[src/rtl/stream_pipeline.sv]
// Elastic valid/ready register pipeline with flush; skid or plain stages.
// Define STREAM_PIPE_OCCUPANCY_EN to add occupancy_o and its assertion.
module stream_pipeline #(
   parameter int unsigned DATA_W      = 32,
   parameter int unsigned PIPE_DEPTH  = 2,
   parameter bit          REG_READY   = 1'b1,
   parameter bit          RESET_EN    = 1'b1,
   parameter int unsigned RESET_VALUE = 0
) (
   input  logic              clk,
   input  logic              rst,
   input  logic              flush_i,
   input  logic              s_valid_i,
   output logic              s_ready_o,
   input  logic [DATA_W-1:0] s_data_i,
   output logic              m_valid_o,
   input  logic              m_ready_i,
   output logic [DATA_W-1:0] m_data_o
`ifdef STREAM_PIPE_OCCUPANCY_EN
   ,
   output logic [((PIPE_DEPTH == 0) ? 1 : $clog2(2*PIPE_DEPTH+1))-1:0]
                             occupancy_o
`endif
);

   localparam logic [DATA_W-1:0] RST_DATA = DATA_W'(RESET_VALUE);

   if (PIPE_DEPTH == 0) begin : g_pass
      assign m_valid_o = s_valid_i;
      assign m_data_o  = s_data_i;
      assign s_ready_o = m_ready_i;
`ifdef STREAM_PIPE_OCCUPANCY_EN
      assign occupancy_o = '0;
`endif
   end else begin : g_pipe
      localparam int unsigned D = PIPE_DEPTH;

      logic [D-1:0]      main_v_q;
      logic [D-1:0]      main_v_d;
      logic [D-1:0]      skid_v_q;
      logic [D-1:0]      skid_v_d;
      logic [DATA_W-1:0] main_d_q [D];
      logic [DATA_W-1:0] main_d_d [D];
      logic [DATA_W-1:0] skid_d_q [D];
      logic [DATA_W-1:0] skid_d_d [D];

      logic [D:0]        rdy;
      logic [D-1:0]      in_v;
      logic [DATA_W-1:0] in_d [D];
      logic [D-1:0]      acc;
      logic [D-1:0]      pop;

      // Skid mode: ready is a flop; plain mode: ready ripples from m_ready_i.
      always_comb begin
         rdy    = '0;
         rdy[D] = m_ready_i;
         for (int k = int'(D) - 1; k >= 0; k--) begin
            if (REG_READY) begin
               rdy[k] = !skid_v_q[k];
            end else begin
               rdy[k] = !main_v_q[k] || rdy[k+1];
            end
         end
      end

      always_comb begin
         in_v[0] = s_valid_i;
         in_d[0] = s_data_i;
         for (int k = 1; k < int'(D); k++) begin
            in_v[k] = main_v_q[k-1];
            in_d[k] = main_d_q[k-1];
         end
      end

      always_comb begin
         for (int k = 0; k < int'(D); k++) begin
            acc[k] = in_v[k] && rdy[k];
            pop[k] = main_v_q[k] && rdy[k+1];
         end
      end

      always_comb begin
         main_v_d = main_v_q;
         skid_v_d = skid_v_q;
         main_d_d = main_d_q;
         skid_d_d = skid_d_q;
         for (int k = 0; k < int'(D); k++) begin
            if (REG_READY) begin
               if (!main_v_q[k] || pop[k]) begin
                  if (skid_v_q[k]) begin
                     main_v_d[k] = 1'b1;
                     main_d_d[k] = skid_d_q[k];
                     skid_v_d[k] = 1'b0;
                  end else begin
                     main_v_d[k] = acc[k];
                     if (acc[k]) begin
                        main_d_d[k] = in_d[k];
                     end
                  end
               end else if (acc[k]) begin
                  skid_v_d[k] = 1'b1;
                  skid_d_d[k] = in_d[k];
               end
            end else if (rdy[k]) begin
               main_v_d[k] = in_v[k];
               if (in_v[k]) begin
                  main_d_d[k] = in_d[k];
               end
            end
         end
      end

      // Flush only kills valids; payload registers keep loading.
      always_ff @(posedge clk) begin
         if (rst) begin
            main_v_q <= '0;
            skid_v_q <= '0;
            if (RESET_EN) begin
               for (int k = 0; k < int'(D); k++) begin
                  main_d_q[k] <= RST_DATA;
                  skid_d_q[k] <= RST_DATA;
               end
            end
         end else begin
            main_v_q <= flush_i ? '0 : main_v_d;
            skid_v_q <= flush_i ? '0 : skid_v_d;
            main_d_q <= main_d_d;
            skid_d_q <= skid_d_d;
         end
      end

      assign s_ready_o = rdy[0];
      assign m_valid_o = main_v_q[D-1];
      assign m_data_o  = main_d_q[D-1];

`ifdef STREAM_PIPE_OCCUPANCY_EN
      localparam int unsigned OCC_W = $clog2(2*D+1);

      logic [OCC_W-1:0] occ_q;
      logic [OCC_W-1:0] occ_d;
      logic [OCC_W-1:0] vsum;

      always_comb begin
         occ_d = occ_q;
         if (acc[0] && !pop[D-1]) begin
            occ_d = occ_q + OCC_W'(1);
         end else if (!acc[0] && pop[D-1]) begin
            occ_d = occ_q - OCC_W'(1);
         end
      end

      always_ff @(posedge clk) begin
         if (rst || flush_i) begin
            occ_q <= '0;
         end else begin
            occ_q <= occ_d;
         end
      end

      always_comb begin
         vsum = '0;
         for (int k = 0; k < int'(D); k++) begin
            vsum = vsum + OCC_W'(main_v_q[k]) + OCC_W'(skid_v_q[k]);
         end
      end

      assign occupancy_o = occ_q;

      a_occ_sum: assert property (
         @(posedge clk) disable iff (rst) occ_q == vsum
      );
`endif
   end

endmodule
[config.mk]
export PLATFORM = sky130hd
export DESIGN_NAME = stream_pipeline
export DESIGN_NICKNAME = d
export VERILOG_FILES = /design/src/rtl/stream_pipeline.sv
export SDC_FILE = /design/constraint.sdc
export NUM_CORES = 1
export LEC_CHECK = 0
export ABC_AREA = 1
export CORE_MARGIN = 2
export CORE_UTILIZATION = 25
export CTS_BUF_LIST = sky130_fd_sc_hd__clkbuf_4
export CTS_CLUSTER_SIZE = 25
export DETAILED_ROUTE_END_ITERATION = 8
export RECOVER_POWER = 100
export SLEW_MARGIN = 20
export SYNTH_ARGS = -nofsm -noshare
export SYNTH_HDL_FRONTEND = slang
export SYNTH_SLANG_ARGS = --single-unit
[constraint.sdc]
create_clock -name clk -period 1.3 [get_ports clk]
set_input_delay 0.13 -clock clk [delete_from_list [all_inputs] [get_ports clk]]
set_output_delay 0.13 -clock clk [all_outputs]
set_load 0.05 [all_outputs]
==> impl_results.md <==
- Syn Area/Cell: 6.29 µm²
- CP Class: register to output port
- Area Overhead vs Synth: 27.6%
- Tot Pwr: 8.39 mW
- Clock-pin slew on the worst setup and hold paths: 0.12 ns
- Slew headroom: 78.7%
- Total Routing Usage GR: 11.4%
- Largest area contributor in the netlist: dfxtp_1
- CTS tree: yes
- Commonest non-fill, non-tap cell in the layout: nand2_1
- Worst Path Arrival: 1.12 ns
- IO Count: 71
- VDD IR max: 632 µV
- Syn Inst Count: 955
- Drt wl/cell: 10.6 µm
- Crit. End Element: output port
- Top cell type's share of synthesized area: 44.0%
- FF-to-FF path depth: 6
- Root Buffer: clkbuf_4
- Worst setup SP type: register
- WHS Path Cells: 5
- Core box area: 23500 µm²
- Final worst-path cycle share: 96.2%
- Die Area: 25300 µm²
- First-pass iteration count of the detailed router: 4
- Placed inst area: 7550 µm²
- RePlAce Congestion: 0.769
- Global-route wire length before repair: 23.9 mm
- Commonest non-fill, non-tap cells in the layout: nand2_1 (262), nor2_1 (257), dfxtp_1 (114)
- Syn_nets: 992
- Worst-case clock buffer depth: 2
- Worst-path fanout max: 4
- Tightest Pin Transition: 0.317 ns
- Worst EP required: 1.17 ns
- Via count: 5343
- Finish-stage setup viols: 0
- Synthesized flop and latch total: 132
- Clock skew: 0.0128 ns
- Initial antenna violation count: 1
- Status: completed
- Vias in the first global route: 4701
- Clock insertion delay at the later pin of the skew report: 0.53 ns
- Pins Over Slew Limit: 0
- RSZ-0062 raised after global routing: true
- DP Cell Count: 1313
- DPL Wire Length: 9.49 mm
- Number of max-cap violations: 0
- PwrDens: 1090 nW/µm²
- Die Ht: 159 µm
- Synth top area cells: dfxtp_1 (44%), nand2_1 (16%), nor2_1 (16%), inv_1 (6.5%), nand3_1 (5.3%)
- DRC: 0
- WHS: 0.258 ns
- Vias per cell: 3.97
- Min cycle time layout: 1.25 ns
- Cell row count: 56
- Die extent in x: 159 µm
- Cell area after layout: 7660 µm²
- Hold crit path type: input port to register
- Hold Crit Start: s_data_i[22]
- IO Port Bufs: 70
- CTS Buf Count: 17
- CTS HTree Levels: 4
- Non-Filler Instances: 1346
- Initial DRC Count: 325
- Starting Density: 25.5%
- Seq/Total Area, Yosys: 44.0%
- Worst Slack Setup Final: 0.0489 ns
- Reg-to-Reg Start: g_pipe.main_v_q[0]$_SDFFE_PP0P_
- Routed wire length: 14.2 mm
- FMAX: 0.799 GHz
- Distinct cells, synth: 17
- Pre-CTS WS: -0.172 ns
- TNS Setup: 0 ns
- Cell area after synthesis: 6010 µm²
- Final ANT Viol Nets: 0
- Yosys Warn Count: 0
- Congestion Overflow GR: 0
- Final Hold Viols: 0
- Largest net degree at the start of global routing: 45
- Reg area: 2670 µm²
- CTS sink count: 132
- Lkg Pwr: 3.45 nW
- CP Launch Point: g_pipe.skid_v_q[0]$_SDFFE_PP0P_
- Final Util: 32.6%
- Layout net count: 1050
- Filler instances: 2631
- Share of layout cells above drive strength 1: 11.4%
- Multi-input combinational cell area: 2670 µm²
## cell families (layout without fill, tap and decap cells)
family	count (synthesis)	after routing	synth area share, %
flip-flops	132	132	44.0
other	0	1	0
buffers and inverters	165	236	11.6
AO/OA/AOI/OAI	66	66	5.50
AND/OR/NAND/NOR	592	592	38.9
## final cells by class
type                       count  share of cell area [%]
tap                          319                    5.21
clock buffer                  17                    1.67
timing repair buffer          97                    15.7
clock inverter                15                    2.46
inverter                     107                    5.29
sequential                   132                    34.8
multi-input combinational    658                    34.9
antenna                        1                  0.0326
## per-layer routing
| metal | GRT usage, % | up-vias | routed length, µm |
|---|---|---|---|
| met3 | 2.76 | 10 | 461 |
| met2 | 17.5 | 91 | 6430 |
| met4 | 3.80 | 0 | 167 |
| met5 | 0 | - | 0 |
| met1 | 15.8 | 2269 | 7160 |
| li1 | - | 2973 | - |
## power breakdown
group	total [mW]	internal (mW)	switching, mW	leakage (nW)
clock network	3.03	1.51	1.52	0.168
registers	4.23	4.17	0.0600	1.08
logic	1.13	0.453	0.672	2.20
## registers in the layout (all words and copies together) (netlist names)
register / cells
g_pipe.skid_d_q: 64
g_pipe.main_v_q: 2
g_pipe.in_d: 32
m_data_o: 32
g_pipe.skid_v_q: 2
## worst paths after layout
check	slack, ns	to
setup / recovery	0.05	s_ready_o
hold / removal	0.26	g_pipe.skid_d_q[54]$_SDFFE_PP0P_
setup reg to reg	0.06	m_data_o[23]$_SDFFE_PP0P_
hold reg to reg	0.49	g_pipe.skid_d_q[38]$_SDFFE_PP0P_
## worst max-delay path, stage by stage (launching register included)
cell and delay [ns]:
dfxtp_4 0.41, inv_4 0.05, buf_8 0.14
## synthesized netlist by cell type, drive strengths merged
master,n
nand2,264
nor2,262
dfxtp,132
inv,107
nand3,64
o21ai,64
buf,42
clkbuf,16
a21oi,2
nor3,2
## timing repair
item	in CTS	in global routing
hold buffers	0	0
gates resized for setup	5	15
setup endpoints to repair	3	27
setup buffers	0	0
(Power assumes the default switching activity.)
